**src/rtl/io_ccff_pkg.sv**
```systemverilog
// Shared types and sizing helpers for the IO-column ccff configuration loader.
package io_ccff_pkg;

  typedef enum logic [1:0] {
    IDLE  = 2'd0,
    LOAD  = 2'd1,
    SHIFT = 2'd2,
    DONE  = 2'd3
  } state_e;

  localparam int CCFF_CHAIN_LEN_DEF = 20;
  localparam int CCFF_WORD_W_DEF    = 8;

  // Counter width for values 0..n-1, never narrower than one bit.
  function automatic int cnt_width(input int n);
    return ($clog2(n) < 1) ? 1 : $clog2(n);
  endfunction

  localparam int CCFF_BIT_CNT_W_DEF  = cnt_width(CCFF_CHAIN_LEN_DEF + 1);
  localparam int CCFF_WBIT_CNT_W_DEF = cnt_width(CCFF_WORD_W_DEF);

endpackage

```
**src/rtl/io_ccff_serializer.sv**
```systemverilog
// Word-wide shift register feeding the chain LSB-first, with a per-word bit counter.
module io_ccff_serializer
  import io_ccff_pkg::*;
#(
  parameter int WORD_W = CCFF_WORD_W_DEF
) (
  input  logic              prog_clk,
  input  logic              prog_reset_n,
  input  logic              load_i,
  input  logic              shift_i,
  input  logic [WORD_W-1:0] data_i,
  output logic              bit_o,
  output logic              last_o
);

  localparam int WB_W = cnt_width(WORD_W);

  logic [WORD_W-1:0] sreg_q, sreg_d;
  logic [WB_W-1:0]   wbit_cnt_q, wbit_cnt_d;

  assign last_o = (wbit_cnt_q == WB_W'(WORD_W - 1));
  assign bit_o  = sreg_q[0];

  always_comb begin
    sreg_d     = sreg_q;
    wbit_cnt_d = wbit_cnt_q;
    if (load_i) begin
      sreg_d     = data_i;
      wbit_cnt_d = '0;
    end else if (shift_i) begin
      sreg_d = sreg_q >> 1;
      // Saturate on the last bit; the next load clears it.
      if (!last_o) wbit_cnt_d = wbit_cnt_q + 1'b1;
    end
  end

  always_ff @(posedge prog_clk) begin
    if (!prog_reset_n) begin
      sreg_q     <= '0;
      wbit_cnt_q <= '0;
    end else begin
      sreg_q     <= sreg_d;
      wbit_cnt_q <= wbit_cnt_d;
    end
  end

endmodule

```
**src/rtl/io_ccff_loader.sv**
```systemverilog
// Loads an IO-tile ccff chain from host words; optional readback check under CCFF_CHECK_EN.
module io_ccff_loader
  import io_ccff_pkg::*;
#(
  parameter int CHAIN_LEN = CCFF_CHAIN_LEN_DEF,
  parameter int WORD_W    = CCFF_WORD_W_DEF
) (
  input  logic              prog_clk,
  input  logic              prog_reset_n,
  input  logic              cfg_start,
  input  logic              cfg_abort,
  input  logic [WORD_W-1:0] cfg_data,
  input  logic              cfg_valid,
  output logic              cfg_ready,
  output logic              ccff_head,
  output logic              ccff_shift_en,
  input  logic              ccff_tail,
  output logic              busy,
  output logic              done,
  output logic              err
);

  localparam int BIT_CNT_W = cnt_width(CHAIN_LEN + 1);

  state_e               state_q, state_d;
  logic [BIT_CNT_W-1:0] bit_cnt_q, bit_cnt_d;
  logic                 ser_bit, ser_last;

  io_ccff_serializer #(.WORD_W(WORD_W)) u_ser (
    .prog_clk    (prog_clk),
    .prog_reset_n(prog_reset_n),
    .load_i      (cfg_ready & cfg_valid),
    .shift_i     (ccff_shift_en),
    .data_i      (cfg_data),
    .bit_o       (ser_bit),
    .last_o      (ser_last)
  );

  assign busy      = (state_q != IDLE);
  assign ccff_head = ccff_shift_en & ser_bit;

  always_comb begin
    state_d       = state_q;
    bit_cnt_d     = bit_cnt_q;
    cfg_ready     = 1'b0;
    ccff_shift_en = 1'b0;
    done          = 1'b0;
    case (state_q)
      IDLE: if (cfg_start) begin
        state_d   = LOAD;
        bit_cnt_d = '0;
      end
      LOAD: begin
        cfg_ready = 1'b1;
        if (cfg_valid) state_d = SHIFT;
      end
      SHIFT: begin
        ccff_shift_en = 1'b1;
        bit_cnt_d     = bit_cnt_q + 1'b1;
        // Chain length wins over word position, so surplus bits of the last word are dropped.
        if (bit_cnt_q == BIT_CNT_W'(CHAIN_LEN - 1)) state_d = DONE;
        else if (ser_last)                          state_d = LOAD;
      end
      DONE: begin
        done    = 1'b1;
        state_d = IDLE;
      end
      default: state_d = IDLE;
    endcase
    if (cfg_abort) state_d = IDLE;
  end

  always_ff @(posedge prog_clk) begin
    if (!prog_reset_n) begin
      state_q   <= IDLE;
      bit_cnt_q <= '0;
    end else begin
      state_q   <= state_d;
      bit_cnt_q <= bit_cnt_d;
    end
  end

`ifdef CCFF_CHECK_EN
  logic [CHAIN_LEN-1:0] shadow_q;
  logic [CHAIN_LEN-1:0] shadow_we;
  logic                 shadow_valid_q, err_q;
  logic                 start_accept;

  assign start_accept = (state_q == IDLE) && cfg_start && !cfg_abort;
  assign err          = err_q;

  for (genvar gi = 0; gi < CHAIN_LEN; gi++) begin : g_shadow_we
    assign shadow_we[gi] = ccff_shift_en && (bit_cnt_q == BIT_CNT_W'(gi));
  end

  // Shadow holds data only; validity is tracked separately, so no reset needed.
  always_ff @(posedge prog_clk) begin
    for (int i = 0; i < CHAIN_LEN; i++) begin
      if (shadow_we[i]) shadow_q[i] <= ccff_head;
    end
  end

  always_ff @(posedge prog_clk) begin
    if (!prog_reset_n) begin
      shadow_valid_q <= 1'b0;
      err_q          <= 1'b0;
    end else begin
      if (cfg_abort)              shadow_valid_q <= 1'b0;
      else if (state_q == DONE)   shadow_valid_q <= 1'b1;
      if (start_accept)           err_q <= 1'b0;
      else if (ccff_shift_en && shadow_valid_q && (ccff_tail != shadow_q[bit_cnt_q]))
        err_q <= 1'b1;
    end
  end
`else
  logic unused_tail;
  assign unused_tail = ccff_tail;
  assign err         = 1'b0;
`endif

endmodule

```
**config.mk**
```make
export PLATFORM = sky130hd
export DESIGN_NAME = io_ccff_loader
export DESIGN_NICKNAME = d
export VERILOG_FILES = /design/src/rtl/io_ccff_pkg.sv /design/src/rtl/io_ccff_serializer.sv /design/src/rtl/io_ccff_loader.sv
export SDC_FILE = /design/constraint.sdc
export NUM_CORES = 1
export LEC_CHECK = 0
export BUFFER_PORTS_ARGS = -buffer_cell sky130_fd_sc_hd__buf_2
export CORE_MARGIN = 4
export CORE_UTILIZATION = 55
export DETAILED_ROUTE_END_ITERATION = 8
export GPL_ROUTABILITY_DRIVEN = 0
export PLACE_DENSITY = 0.8
export REMOVE_ABC_BUFFERS = 1
export SLEW_MARGIN = 10
export SYNTH_ARGS = -nofsm -noshare
export SYNTH_HDL_FRONTEND = slang
export SYNTH_SLANG_ARGS = --single-unit
```
**constraint.sdc**
```tcl
create_clock -name prog_clk -period 3.11 [get_ports prog_clk]
set_input_delay 0.622 -clock prog_clk [delete_from_list [all_inputs] [get_ports prog_clk]]
set_output_delay 0.622 -clock prog_clk [all_outputs]
set_load 0.03 [all_outputs]
```
==> results of run 1 <==
==> placed cells by master (no fill, tap or decap), drive strengths merged <==
cell type / synthesis / layout
conb: 1 / 1
dfxtp: 18 / 18
and2: 2 / 2
nor4bb: 1 / 1
o21ai: 4 / 4
nand2: 7 / 7
clkbuf: 1 / 4
nand3: 12 / 12
buf: 6 / 17
a211oi: 1 / 1
nor2b: 2 / 2
a21oi: 12 / 12
or2: 1 / 1
and3b: 1 / 1
ha: 3 / 3
xnor2: 1 / 1
nor2: 4 / 4
nand2b: 4 / 4
a22oi: 8 / 8
mux2i: 1 / 1
or3: 2 / 2
nand3b: 1 / 1
a31oi: 2 / 2
nor3b: 2 / 2
inv: 2 / 2
o21bai: 1 / 1
a21o: 1 / 1
==> routing by layer <==
layer | track usage | routed length [µm] | up-vias
met2 | 0.276 | 774 | 18
met5 | 0 | 0 | -
met1 | 0.213 | 756 | 353
met3 | 0.0406 | 97 | 3
met4 | 0.0806 | 29 | 0
li1 | - | - | 385
==> cell type report <==
| class | count | area share |
|---|---|---|
| timing repair buffer | 17 | 0.0865 |
| multi-input combinational | 74 | 0.482 |
| clock buffer | 4 | 0.0369 |
| sequential | 18 | 0.366 |
| tap | 16 | 0.0204 |
| inverter | 2 | 0.00763 |
==> worst reg2reg max path, cell delays in order, from the launching register on <==
cell,delay (ns)
dfxtp_1,0.58
nand2b_1,0.44
inv_1,0.30
a22oi_1,0.27
a21oi_1,0.09
==> kinds of logic (layout without fill, tap and decap cells) <==
logic type | count (synthesis) | in the layout
xor gates and xnor gates | 1 | 1
DFF | 18 | 18
muxes | 1 | 1
AOI/OAI and AO/OA | 29 | 29
buffers and inverters | 9 | 23
other | 1 | 1
and+or+nand+nor | 39 | 39
adders and majority gates | 3 | 3
==> metrics by stage <==
stage	setup WS (ns)	hold WS, ns	util
after CTS	0.440	0.471	0.645
final	0.470	0.469	0.645
after global placement	0.817	0.453	0.622
after global routing	0.276	0.492	0.645
after floorplan	0.986	0.443	-
after detailed placement	0.784	0.456	0.622
==> worst min-delay path by stage <==
stage	cells after the start	to
2_1_floorplan	2	u_ser.sreg_q[0]
3_3_place_gp	2	u_ser.sreg_q[0]
3_5_place_dp	2	u_ser.sreg_q[0]
4_1_cts	2	u_ser.sreg_q[0]
5_1_grt	2	u_ser.sreg_q[0]
6_report	2	u_ser.sreg_q[0]
==> registers in the layout, indices dropped and copies added, names as in the netlist <==
name,flops
bit_cnt_q,5
u_ser.wbit_cnt_q,3
state_q,2
u_ser.sreg_q,8
==> power groups by stage <==
| stage | sequential, mW | clock (mW) | combinational [mW] |
|---|---|---|---|
| after floorplan | 0.242 | 0 | 0.0205 |
| after global placement | 0.243 | 0 | 0.0332 |
| after detailed placement | 0.243 | 0 | 0.0340 |
| after CTS | 0.238 | 0.148 | 0.0341 |
| after global routing | 0.238 | 0.159 | 0.0375 |
| final | 0.238 | 0.146 | 0.0339 |
==> impl_metrics.json, run 1 <==
{
  "drc": 0,
  "chipHeight_um": 48.3,
  "reg2reg_to": "u_ser.sreg_q[4]",
  "grt_pass1_vias": 690,
  "critPathCaptureType": "output pin",
  "final_area_um2": 983,
  "min_from": "u_ser.sreg_q[0]",
  "p_leak_nw": 0.411,
  "rows": 14,
  "crit_chain": "nand2b_1 > inv_1 > and2_1 > buf_2",
  "cts_setup_buffers": 0,
  "setup_tns_ns": 0,
  "grt_setup_unrepaired": "no",
  "final.min_clock_period_ns": 2.64,
  "p_clk_frac": 0.349,
  "mappedNetlistArea_um2": 892,
  "cts_tree": "done",
  "synth_top_family_by_area": "simple AND/OR/NAND/NOR gates",
  "synth_top_area_frac": 0.404,
  "fp.coreArea_um2": 1520,
  "cts_hold_buf": 0,
  "hold_class": "register to register",
  "setup_viol": 0,
  "power.density_nw_per_um2": 424,
  "via_per_inst": 5.79,
  "cp-endpoint": "ccff_head",
  "layout.area.seq_um2": 360,
  "die_x_um": 48.3,
  "power_switching_uw": 97.8,
  "internal_power_uw": 319,
  "fin_crit_sh": 0.849,
  "layout-drive-gt1-share": 0.217,
  "initial_utilization": 0.585,
  "vias": 759,
  "yosys_warnings": 0,
  "drt-wirelength-per-cell_um": 12.6,
  "synthTopCellsByArea": "dfxtp_1, a21oi_1, nand3_1, a22oi_1, ha_1",
  "vdd_drop_max_mv": 0.353,
  "r2r-start": "state_q[0]",
  "cp_data_required_time_ns": 2.49,
  "ant_nets": 0,
  "antenna_cells": 0,
  "cts_buffers": 3,
  "synthFlopType": "dfxtp_1",
  "dp.cells": 127,
  "htree_num_levels": 1,
  "dp_hpwl_um": 1200,
  "syn_inst": 101,
  "placed_cell_area_um2": 947,
  "routed_wl_um": 1660,
  "hold_viol_final": 0,
  "path_max_fanout": 13,
  "yosys.area_share.simple": 0.264,
  "first_pass_iters": 4,
  "critical_path.slowest_cell": "dfxtp_1",
  "port_buffers": 17,
  "synth.most_common_cell": "dfxtp_1",
  "ios": 20,
  "final_cells": 131,
  "seqPwrFrac": 0.570,
  "slew_viol_final": 0,
  "worst-path-stages": 4,
  "max_clock_freq_mhz": 379,
  "area_delta_synth_final_pct": 10.2,
  "critical_path_class": "register to output pin",
  "crit_path_start_kind": "register",
  "numClockSinks": 18,
  "cts-resized-gates": 0,
  "clock-skew-final_ns": 0.00127,
  "slowest_delay_ns": 0.58,
  "gr-total-overflow": 0,
  "rr_worst_depth": 4,
  "syn_avg_cell_area_um2": 8.83,
  "nFillCells": 135,
  "multi_input_area_um2": 474,
  "finalPower_uw": 417,
  "synthArstFlopShare": 0,
  "synth_edf_count": 0,
  "clockRootBuffer": "clkbuf_4",
  "fin_nets": 133,
  "synthMuxAreaShare": 0.0112,
  "grt_usage": 0.171,
  "combPwrFrac": 0.081,
  "synth_seq_area_share": 0.404,
  "critPathArrivalTime_ns": 2.02,
  "dieArea_um2": 2330,
  "grt_pass1_wl_um": 2830,
  "ys_types": 30,
  "synthXorXnorAreaFrac": 0.00982,
  "insertion_delay_ns": 0.30,
  "antenna_found_initial": 0,
  "synthAdderAreaFrac": 0.0421,
  "drt_iter0_markers": 13,
  "status": "finished clean",
  "crit_family": "simple AND/OR/NAND/NOR gates",
  "ys_seq_elements": 18,
  "clock_tree.buffer_depth": 2,
  "critPathLaunch": "state_q[0]",
  "yosys-top-cells-count": "dfxtp_1, a21oi_1, nand3_1, a22oi_1, nand2_1",
  "reg2reg_slack_ns": 1.32,
  "yosysTopAreaCell": "dfxtp_1",
  "synth_compound_area_frac": 0.201,
  "clkTransAtPathRegs_ns": 0.10,
  "critPathBufInv": 2,
  "grt_max_degree": 14,
  "cap_violations": 0,
  "sw_frac_of_total": 0.234
}
(Power assumes the default switching activity.)
==> run 2, diff against run 1 <==
Settings changed: CORE_UTILIZATION 55 to 51, PLACE_DENSITY 0.8 to 0.75.
Clock period 3.11 ns to 2.72 ns, I/O delays scaled along.
==> impl_metrics.json, run 2 (synthesized netlist as in run 1, its figures left out) <==
{
  "finalPower_uw": 473,
  "clock-skew-final_ns": 0.00166,
  "mostFrequentLayoutCells": "dfxtp_1, buf_2, nand3_1, a21oi_1, a22oi_1",
  "grt_usage": 0.150,
  "die_x_um": 49.8,
  "grt_setup_unrepaired": "no",
  "cts_hold_buf": 0,
  "critPathCaptureType": "output pin",
  "top_register": "u_ser.sreg_q",
  "cap_violations": 0,
  "grt_pass1_wl_um": 2900,
  "internal_power_uw": 365,
  "setup_viol": 0,
  "combPwrFrac": 0.083,
  "gr-total-overflow": 0,
  "path_max_fanout": 12,
  "critPathArrivalTime_ns": 1.46,
  "cts_setup_buffers": 0,
  "p_clk_frac": 0.342,
  "sw_frac_of_total": 0.228,
  "drt_iter0_markers": 16,
  "final_common_cell": "dfxtp_1",
  "final_cells": 133,
  "grt_max_degree": 14,
  "power_switching_uw": 108,
  "chipHeight_um": 49.8,
  "fin_crit_sh": 0.738,
  "vias": 762,
  "port_buffers": 17,
  "drc": 0,
  "final.min_clock_period_ns": 2.01,
  "clockRootBuffer": "clkbuf_4",
  "insertion_delay_ns": 0.29,
  "cts-resized-gates": 0,
  "layout-drive-gt1-share": 0.231,
  "slew_viol_final": 0,
  "setup_tns_ns": 0,
  "area_delta_synth_final_pct": 11.9,
  "ios": 20,
  "dp_hpwl_um": 1220,
  "dieArea_um2": 2480,
  "clock_tree.buffer_depth": 2,
  "clkTransAtPathRegs_ns": 0.10,
  "power.density_nw_per_um2": 474,
  "antenna_cells": 0,
  "via_per_inst": 5.73,
  "critical_path_class": "register to output pin",
  "fp.coreArea_um2": 1580,
  "htree_num_levels": 1,
  "ant_nets": 0,
  "largestRegisters": "u_ser.sreg_q: 8 flops, bit_cnt_q: 5 flops, u_ser.wbit_cnt_q: 3 flops",
  "fin_nets": 135,
  "grt_pass1_vias": 643,
  "hold_viol_final": 0,
  "initial_utilization": 0.566,
  "p_leak_nw": 0.420,
  "vdd_drop_max_mv": 0.368,
  "cts_buffers": 3,
  "numClockSinks": 18,
  "cp_data_required_time_ns": 2.18,
  "antenna_found_initial": 0,
  "max_clock_freq_mhz": 498,
  "seqPwrFrac": 0.574,
  "nFillCells": 146,
  "hold_class": "register to register",
  "drt-wirelength-per-cell_um": 12.7,
  "hold_depth": 2,
  "status": "finished clean",
  "rows": 14,
  "routed_wl_um": 1690,
  "dp.cells": 129,
  "largest_reg_flops": 8,
  "cts_tree": "done",
  "rr_worst_depth": 5,
  "crit_path_start_kind": "register",
  "first_pass_iters": 4
}
[run 2: cell count changes in the layout (fill, tap and decap cells not counted), sizes merged]
cell	change
buf	+2
[run 2: per-layer routing]
metal / GRT usage / wire (µm) / vias to the layer above / share of wire
li1: - / - / 389 / -
met1: 0.191 / 775 / 340 / 0.46
met2: 0.227 / 749 / 29 / 0.44
met3: 0.0482 / 132 / 4 / 0.078
met4: 0.0691 / 30 / 0 / 0.018
met5: 0 / 0 / - / 0
[run 2: stage by stage]
step           utilization  hold slack, ns  setup WS (ns)  instance area [µm²]
2_1_floorplan            -           0.443          0.674                  842
3_3_place_gp         0.610           0.452           1.06                  962
3_5_place_dp         0.610           0.462           1.04                  962
4_1_cts              0.633           0.477          0.698                  998
5_1_grt              0.633           0.483          0.582                  998
6_report             0.633           0.474          0.711                  998
[run 2: cell type report]
| cell class | instances | area, µm² | share of cell area |
|---|---|---|---|
| inverter | 2 | 7.51 | 0.00752 |
| tap | 16 | 20.0 | 0.0201 |
| timing repair buffer | 19 | 100 | 0.100 |
| sequential | 18 | 360 | 0.361 |
| clock buffer | 4 | 36.3 | 0.0363 |
| multi-input combinational | 74 | 474 | 0.475 |
[run 2: worst max-delay path: stages, from the launching register on]
cell and delay [ns]:
dfxtp_1 0.59, nand2b_1 0.18, inv_1 0.05, buf_4 0.17, buf_2 0.18
[run 2: final timing paths]
kind	start	to	slack, ns
max	state_q[0]	ccff_shift_en	0.71
min	u_ser.sreg_q[0]	u_ser.sreg_q[0]	0.47
max reg2reg	state_q[0]	u_ser.sreg_q[4]	1.28
min reg2reg	u_ser.sreg_q[0]	u_ser.sreg_q[0]	0.47
[run 2: power groups by stage]
stage | sequential [mW] | clock [mW] | combinational [mW]
2_1_floorplan | 0.277 | 0 | 0.0235
3_3_place_gp | 0.278 | 0 | 0.0390
3_5_place_dp | 0.278 | 0 | 0.0396
4_1_cts | 0.272 | 0.168 | 0.0396
5_1_grt | 0.273 | 0.183 | 0.0435
6_report | 0.272 | 0.162 | 0.0395
